--- src/rtl/alu_mc.sv ---
// alu_mc: parametrised multi-cycle ALU for the EX stage.
// Single-cycle logic/arith/shift ops finish in one cycle; MUL, DIVU and
// REMU iterate one bit per cycle on a shared shift/accumulate datapath.
// Results are registered and announced by a one-cycle done_o pulse.
module alu_mc #(
  parameter int WIDTH   = 32,
  parameter int SHAMT_W = 5,
  parameter int CNT_W   = 6
) (
  input  logic               clk_i,
  input  logic               rst_i,
  input  logic               valid_i,
  output logic               ready_o,
  input  logic [WIDTH-1:0]   src1_i,
  input  logic [WIDTH-1:0]   src2_i,
  input  logic [SHAMT_W-1:0] shmat_i,
  input  logic [3:0]         ctrl_i,
  output logic [WIDTH-1:0]   result_o,
  output logic               zero_o,
  output logic               ovf_o,
  output logic               done_o
);

  typedef enum logic [1:0] {S_IDLE, S_BUSY, S_DONE} state_t;

  localparam logic [3:0] OP_AND  = 4'b0000;
  localparam logic [3:0] OP_OR   = 4'b0001;
  localparam logic [3:0] OP_ADD  = 4'b0010;
  localparam logic [3:0] OP_LUI  = 4'b0011;
  localparam logic [3:0] OP_SLL  = 4'b0100;
  localparam logic [3:0] OP_SRA  = 4'b0101;
  localparam logic [3:0] OP_SUB  = 4'b0110;
  localparam logic [3:0] OP_SLT  = 4'b0111;
  localparam logic [3:0] OP_MUL  = 4'b1000;
  localparam logic [3:0] OP_DIVU = 4'b1001;
  localparam logic [3:0] OP_REMU = 4'b1010;

  localparam logic [CNT_W-1:0] CNT_LAST = CNT_W'(WIDTH - 1);

  state_t r_state;
  state_t w_state_nxt;

  logic [CNT_W-1:0] r_cnt;
  logic [3:0]       r_op;
  logic [WIDTH-1:0] r_acc;   // MUL: partial product; DIVU/REMU: partial remainder
  logic [WIDTH-1:0] r_opa;   // MUL: shifted multiplicand; DIVU/REMU: dividend -> quotient
  logic [WIDTH-1:0] r_opb;   // MUL: shifted multiplier; DIVU/REMU: divisor

  logic w_accept;
  logic w_div0;
  logic w_iter;
  logic w_last;

  logic signed [WIDTH-1:0] w_src1_s;
  logic signed [WIDTH-1:0] w_src2_s;
  logic signed [WIDTH-1:0] w_sra;
  logic [WIDTH-1:0]        w_sum;
  logic [WIDTH-1:0]        w_diff;
  logic [WIDTH-1:0]        w_sc_res;
  logic                    w_sc_ovf;

  logic [WIDTH-1:0] w_mul_acc;
  logic [WIDTH:0]   w_rem_sh;
  logic [WIDTH:0]   w_rem_sub;
  logic             w_q_bit;
  logic [WIDTH-1:0] w_rem_nxt;
  logic [WIDTH-1:0] w_quo_nxt;
  logic [WIDTH-1:0] w_acc_nxt;
  logic [WIDTH-1:0] w_opa_nxt;
  logic [WIDTH-1:0] w_opb_nxt;
  logic [WIDTH-1:0] w_it_res;

  assign w_accept = valid_i & ready_o;
  assign w_div0   = (src2_i == '0);
  // A zero divisor has a fixed answer, so it skips the iterative path.
  assign w_iter   = (ctrl_i == OP_MUL) ||
                    (((ctrl_i == OP_DIVU) || (ctrl_i == OP_REMU)) && !w_div0);
  assign w_last   = (r_state == S_BUSY) && (r_cnt == CNT_LAST);

  assign w_src1_s = $signed(src1_i);
  assign w_src2_s = $signed(src2_i);
  assign w_sra    = w_src2_s >>> shmat_i;
  assign w_sum    = src1_i + src2_i;
  assign w_diff   = src1_i - src2_i;

  // Single-cycle result and overflow, computed straight from the request inputs.
  always_comb begin
    w_sc_res = '0;
    w_sc_ovf = 1'b0;
    case (ctrl_i)
      OP_AND:  w_sc_res = src1_i & src2_i;
      OP_OR:   w_sc_res = src1_i | src2_i;
      OP_ADD: begin
        w_sc_res = w_sum;
        w_sc_ovf = (src1_i[WIDTH-1] == src2_i[WIDTH-1]) &&
                   (w_sum[WIDTH-1] != src1_i[WIDTH-1]);
      end
      OP_SUB: begin
        w_sc_res = w_diff;
        w_sc_ovf = (src1_i[WIDTH-1] != src2_i[WIDTH-1]) &&
                   (w_diff[WIDTH-1] != src1_i[WIDTH-1]);
      end
      OP_SLT:  w_sc_res = {{(WIDTH-1){1'b0}}, (w_src1_s < w_src2_s)};
      OP_LUI:  w_sc_res = src2_i << (WIDTH / 2);
      OP_SRA:  w_sc_res = w_sra;
      OP_SLL:  w_sc_res = src2_i << shmat_i;
      OP_DIVU: w_sc_res = '1;       // only reached with a zero divisor
      OP_REMU: w_sc_res = src1_i;   // only reached with a zero divisor
      default: w_sc_res = '0;
    endcase
  end

  // One iteration step: shift-add for MUL, restoring step for DIVU/REMU.
  always_comb begin
    w_mul_acc = r_opb[0] ? (r_acc + r_opa) : r_acc;
    w_rem_sh  = {r_acc, r_opa[WIDTH-1]};
    w_rem_sub = w_rem_sh - {1'b0, r_opb};
    w_q_bit   = ~w_rem_sub[WIDTH];
    w_rem_nxt = w_q_bit ? w_rem_sub[WIDTH-1:0] : w_rem_sh[WIDTH-1:0];
    w_quo_nxt = {r_opa[WIDTH-2:0], w_q_bit};
    if (r_op == OP_MUL) begin
      w_acc_nxt = w_mul_acc;
      w_opa_nxt = r_opa << 1;
      w_opb_nxt = r_opb >> 1;
    end else begin
      w_acc_nxt = w_rem_nxt;
      w_opa_nxt = w_quo_nxt;
      w_opb_nxt = r_opb;
    end
    case (r_op)
      OP_MUL:  w_it_res = w_mul_acc;
      OP_DIVU: w_it_res = w_quo_nxt;
      default: w_it_res = w_rem_nxt;
    endcase
  end

  // FSM state register.
  always_ff @(posedge clk_i) begin
    if (rst_i) r_state <= S_IDLE;
    else       r_state <= w_state_nxt;
  end

  // FSM next-state: IDLE/DONE accept requests, BUSY runs WIDTH iterations.
  always_comb begin
    w_state_nxt = r_state;
    case (r_state)
      S_IDLE, S_DONE: begin
        if (w_accept) w_state_nxt = w_iter ? S_BUSY : S_DONE;
        else          w_state_nxt = S_IDLE;
      end
      S_BUSY:  w_state_nxt = (r_cnt == CNT_LAST) ? S_DONE : S_BUSY;
      default: w_state_nxt = S_IDLE;
    endcase
  end

  // FSM outputs: handshake ready and completion pulse.
  always_comb begin
    ready_o = (r_state != S_BUSY);
    done_o  = (r_state == S_DONE);
  end

  // Iteration counter, cleared on every accept.
  always_ff @(posedge clk_i) begin
    if (rst_i)                 r_cnt <= '0;
    else if (w_accept)         r_cnt <= '0;
    else if (r_state == S_BUSY) r_cnt <= r_cnt + 1'b1;
  end

  // Iterative datapath: capture operands on accept, step while BUSY.
  always_ff @(posedge clk_i) begin
    if (w_accept) begin
      r_op  <= ctrl_i;
      r_acc <= '0;
      r_opa <= src1_i;
      r_opb <= src2_i;
    end else if (r_state == S_BUSY) begin
      r_acc <= w_acc_nxt;
      r_opa <= w_opa_nxt;
      r_opb <= w_opb_nxt;
    end
  end

  // Result registers, written only on the edge that enters DONE.
  always_ff @(posedge clk_i) begin
    if (rst_i) begin
      result_o <= '0;
      ovf_o    <= 1'b0;
    end else if (w_accept && !w_iter) begin
      result_o <= w_sc_res;
      ovf_o    <= w_sc_ovf;
    end else if (w_last) begin
      result_o <= w_it_res;
      ovf_o    <= 1'b0;
    end
  end

  assign zero_o = (result_o == '0);

endmodule

--- config.mk ---
export PLATFORM = sky130hd
export DESIGN_NAME = alu_mc
export DESIGN_NICKNAME = d
export VERILOG_FILES = /design/src/rtl/alu_mc.sv
export SDC_FILE = /design/constraint.sdc
export NUM_CORES = 1
export LEC_CHECK = 0
export BUFFER_PORTS_ARGS = -buffer_cell sky130_fd_sc_hd__buf_4
export CAP_MARGIN = 20
export CORE_MARGIN = 5
export CORE_UTILIZATION = 40
export CTS_CLUSTER_DIAMETER = 50
export DETAILED_ROUTE_END_ITERATION = 10
export GPL_TIMING_DRIVEN = 0
export PLACE_DENSITY = 0.59
export SETUP_SLACK_MARGIN = 0.1
export SYNTH_ARGS = -nofsm -noshare
export SYNTH_HDL_FRONTEND = slang
export SYNTH_SLANG_ARGS = --single-unit
--- constraint.sdc ---
create_clock -name clk_i -period 3.85 [get_ports clk_i]
set_clock_uncertainty 0.1 [all_clocks]
set_input_delay 0.1925 -clock clk_i [delete_from_list [all_inputs] [get_ports clk_i]]
set_output_delay 0.1925 -clock clk_i [all_outputs]
set_load 0.01 [all_outputs]
==> metrics.txt <==
slowest stage delay, CP=0.45 ns; Netlist cell types=93; Clock Pin Slew Worst Setup and Hold Paths=~0.07 ns; vias in the first global route=around 22k; first-pass GRT wire length=158.0 mm; root buffer cell=clkbuf_16; multi-input logic area=15310 um^2; Pwr Density=between 200 and 300 nW/um^2; WL/cell=about 33 um; Relative slew margins=0.1958; Yosys Warn Count=0; worst vdd ir=0.3014 mV; period utilisation layout=1.061; Reg area=3503 um^2; Mapped Area=19510 um^2; core footprint=~50000 um^2; async set-reset flop share out of synthesis=0; hold crit path type=in -> reg; min Tclk post-route=roughly 4 ns; commonest non-fill, non-tap cell in the layout=nand2_1; CP Launch Type=flip-flop; nets@finish=3008; Clock Latency Late Sink=roughly 0.45 ns; Routed WL=112.7 mm; Top FF cell, synth=dfxtp_1; GRT Overall Usage=0.4038; drc violations=0; Syn Inst Count=2600; fin worst setup slack=-0.2340 ns; Final ANT Viol Nets=0; post-layout util=0.4700; via density per instance=6.783; deepest clock path buffer count=2; CP endpoint kind=flip-flop; Area Growth Syn to Fin=17.17%; Slew @ Worst Pin=1.196 ns; status=complete, but fails checks; die area=53300 um^2; commonest cells after routing, fill and taps aside=257 x nand2_1, 224 x a21oi_1, 209 x nor2_1; clk sink count=141; register area share after synthesis=0.1795; DIE HEIGHT=230.9 um; hold slack=0.04929 ns; critical-path cell list=clkinvlp_4, ha_4, fa_2, nand2b_4, a21oi_4, o221ai_4, o211ai_4, a41oi_4, o21ai_4, xor2_4, buf_12, buf_12, buf_12, mux2i_4, a211oi_1, a2111oi_0; RePlAce Congestion=~1.0; Setup-failing EPs final=between 40 and 50; Synth Register Bits=141; layout cells sized above 1=0.1453; Max Clk Rate=~0.24 GHz; Post-synth EDFFs=between 60 and 70; synthesized net count=2848; CTS Buf Count=17; failing checks=setup timing; drt pass-1 iters=8; Final Instance Area=22860 um^2; Die Span X=230.9 um; Starting Density=0.4011; dpl cell area=approximately 21000 um^2; largest net degree at the start of global routing=37; FILL cells=just under 5k; kind of critical path=reg -> reg; gr ovfl total=0; post-DP HPWL=between 90 and 100 mm; dpl ws=-1.646 ns; vias after detailed routing=23.04k; syn avg cell area=~7.5 um^2; row count=between 80 and 90; Iter 0 DRT Violations=2645; Max-Cap Viols=0; Worst Path Arrival=4.31 ns; CP max FO=6; # port buffers=109; RSZ-0062 raised after global routing=true; setup TNS=-3.419 ns; Crit path top cell by count=buf_12; I/O pin count=112; Pleak=9.210 nW; Fin. Hold Viols=0; Final Max Tran Viols=0; CTS tree=built; H-tree levels=4; initial antenna violation count=3; slowest CP cell=edfxtp_1; CP required=4.08 ns
synthesized netlist by cell type, types with 14 or more instances:
master	instances	area share
nor4_1	31	0.0099
dfxtp_1	73	0.075
o21ai_0	232	0.060
and2_1	20	0.0064
a21oi_1	236	0.061
a2111oi_0	14	0.0063
nor3_1	53	0.014
a211oi_1	60	0.023
o21bai_1	16	0.0062
xnor2_1	59	0.026
a221oi_1	21	0.0094
nor2_1	212	0.041
edfxtp_1	68	0.10
mux2_2	25	0.014
mux2i_1	82	0.042
o22ai_1	17	0.0055
nor2b_1	21	0.0067
ha_1	168	0.11
buf_2	17	0.0044
o211ai_1	45	0.017
inv_1	157	0.030
o221ai_1	19	0.0085
nand2b_1	31	0.0099
a22oi_1	15	0.0058
o2111ai_1	14	0.0063
nand2_1	263	0.051
a21o_1	36	0.014
buf_1	17	0.0033
o21a_1	22	0.0085
a31oi_1	33	0.011
nand3_1	60	0.015
and3_1	20	0.0064
clkbuf_1	153	0.029
nand4_1	24	0.0077
o31ai_1	26	0.010
mux4_2	43	0.050
xor2_1	24	0.011
final cells by class:
class,instances,share of cell area
clock buffer,17,0.01861
antenna,1,0.0001094
tap,622,0.03404
multi-input combinational,2105,0.6696
timing repair buffer,155,0.05773
clock inverter,15,0.005527
sequential,141,0.1532
buffer,178,0.03426
inverter,162,0.02692
through the flow:
step | std cells | total power [mW]
after floorplan | 2600 | 3.224
after global placement | 3331 | 4.222
after detailed placement | 3337 | 4.237
after CTS | 3386 | 5.882
after global routing | 3395 | 6.210
final | 3396 | 6.044
registers in the layout, indices dropped and copies added, names as in the netlist:
| signal | cells |
|---|---|
| r_acc | 32 |
| r_op | 4 |
| r_opa | 32 |
| ovf_o | 1 |
| result_o | 32 |
| r_state | 2 |
| r_cnt | 6 |
| r_opb | 32 |
critical path, delay by kind of cell, from the launching register on:
| kind | cells | cell delay (ns) |
|---|---|---|
| muxes | 1 | 0.25 |
| xor gates and xnor gates | 1 | 0.19 |
| DFF | 1 | 0.45 |
| buffers and inverters | 4 | 0.66 |
| and+or+nand+nor | 1 | 0.17 |
| AOI/OAI and AO/OA | 7 | 1.55 |
| adders and majority gates | 2 | 0.59 |
what timing repair did:
item,CTS,global route
hold buffers,4,0
resized for setup,107,86
buffers inserted,21,12
setup endpoints to repair,66,70
gates cloned,3,1
pin swaps,32,34
endpoints found under the hold margin,4,0
report_power, final:
| part | internal [mW] | total (mW) | switching, mW |
|---|---|---|---|
| Combinational | 0.869 | 2.65 | 1.78 |
| Clock | 0.842 | 1.60 | 0.754 |
| Sequential | 1.68 | 1.80 | 0.115 |
worst paths after layout:
path                   from           end  slack, ns  cells after the start
hold / removal        rst_i  result_o[14]       0.05                      3
hold reg to reg       ovf_o         ovf_o       0.39                      2
setup / recovery  r_opa[31]   result_o[1]      -0.23                     16
setup reg to reg  r_opa[31]   result_o[1]      -0.23                     16
metal layers:
layer  share of wire  global-route usage
met1            0.37              0.4786
met2            0.46              0.6680
met3           0.083             0.05817
met4           0.093              0.2931
met5               0                   0
kinds of logic after synthesis:
group | Yosys count | share of synthesized area
AOI/OAI and AO/OA | 933 | 0.3135
and+or+nand+nor | 766 | 0.1796
buffers and inverters | 354 | 0.07072
adders and majority gates | 172 | 0.1118
muxes | 150 | 0.1061
DFF | 141 | 0.1795
xor gates and xnor gates | 84 | 0.03866
Note: power is estimated with default switching activity, not from simulation.
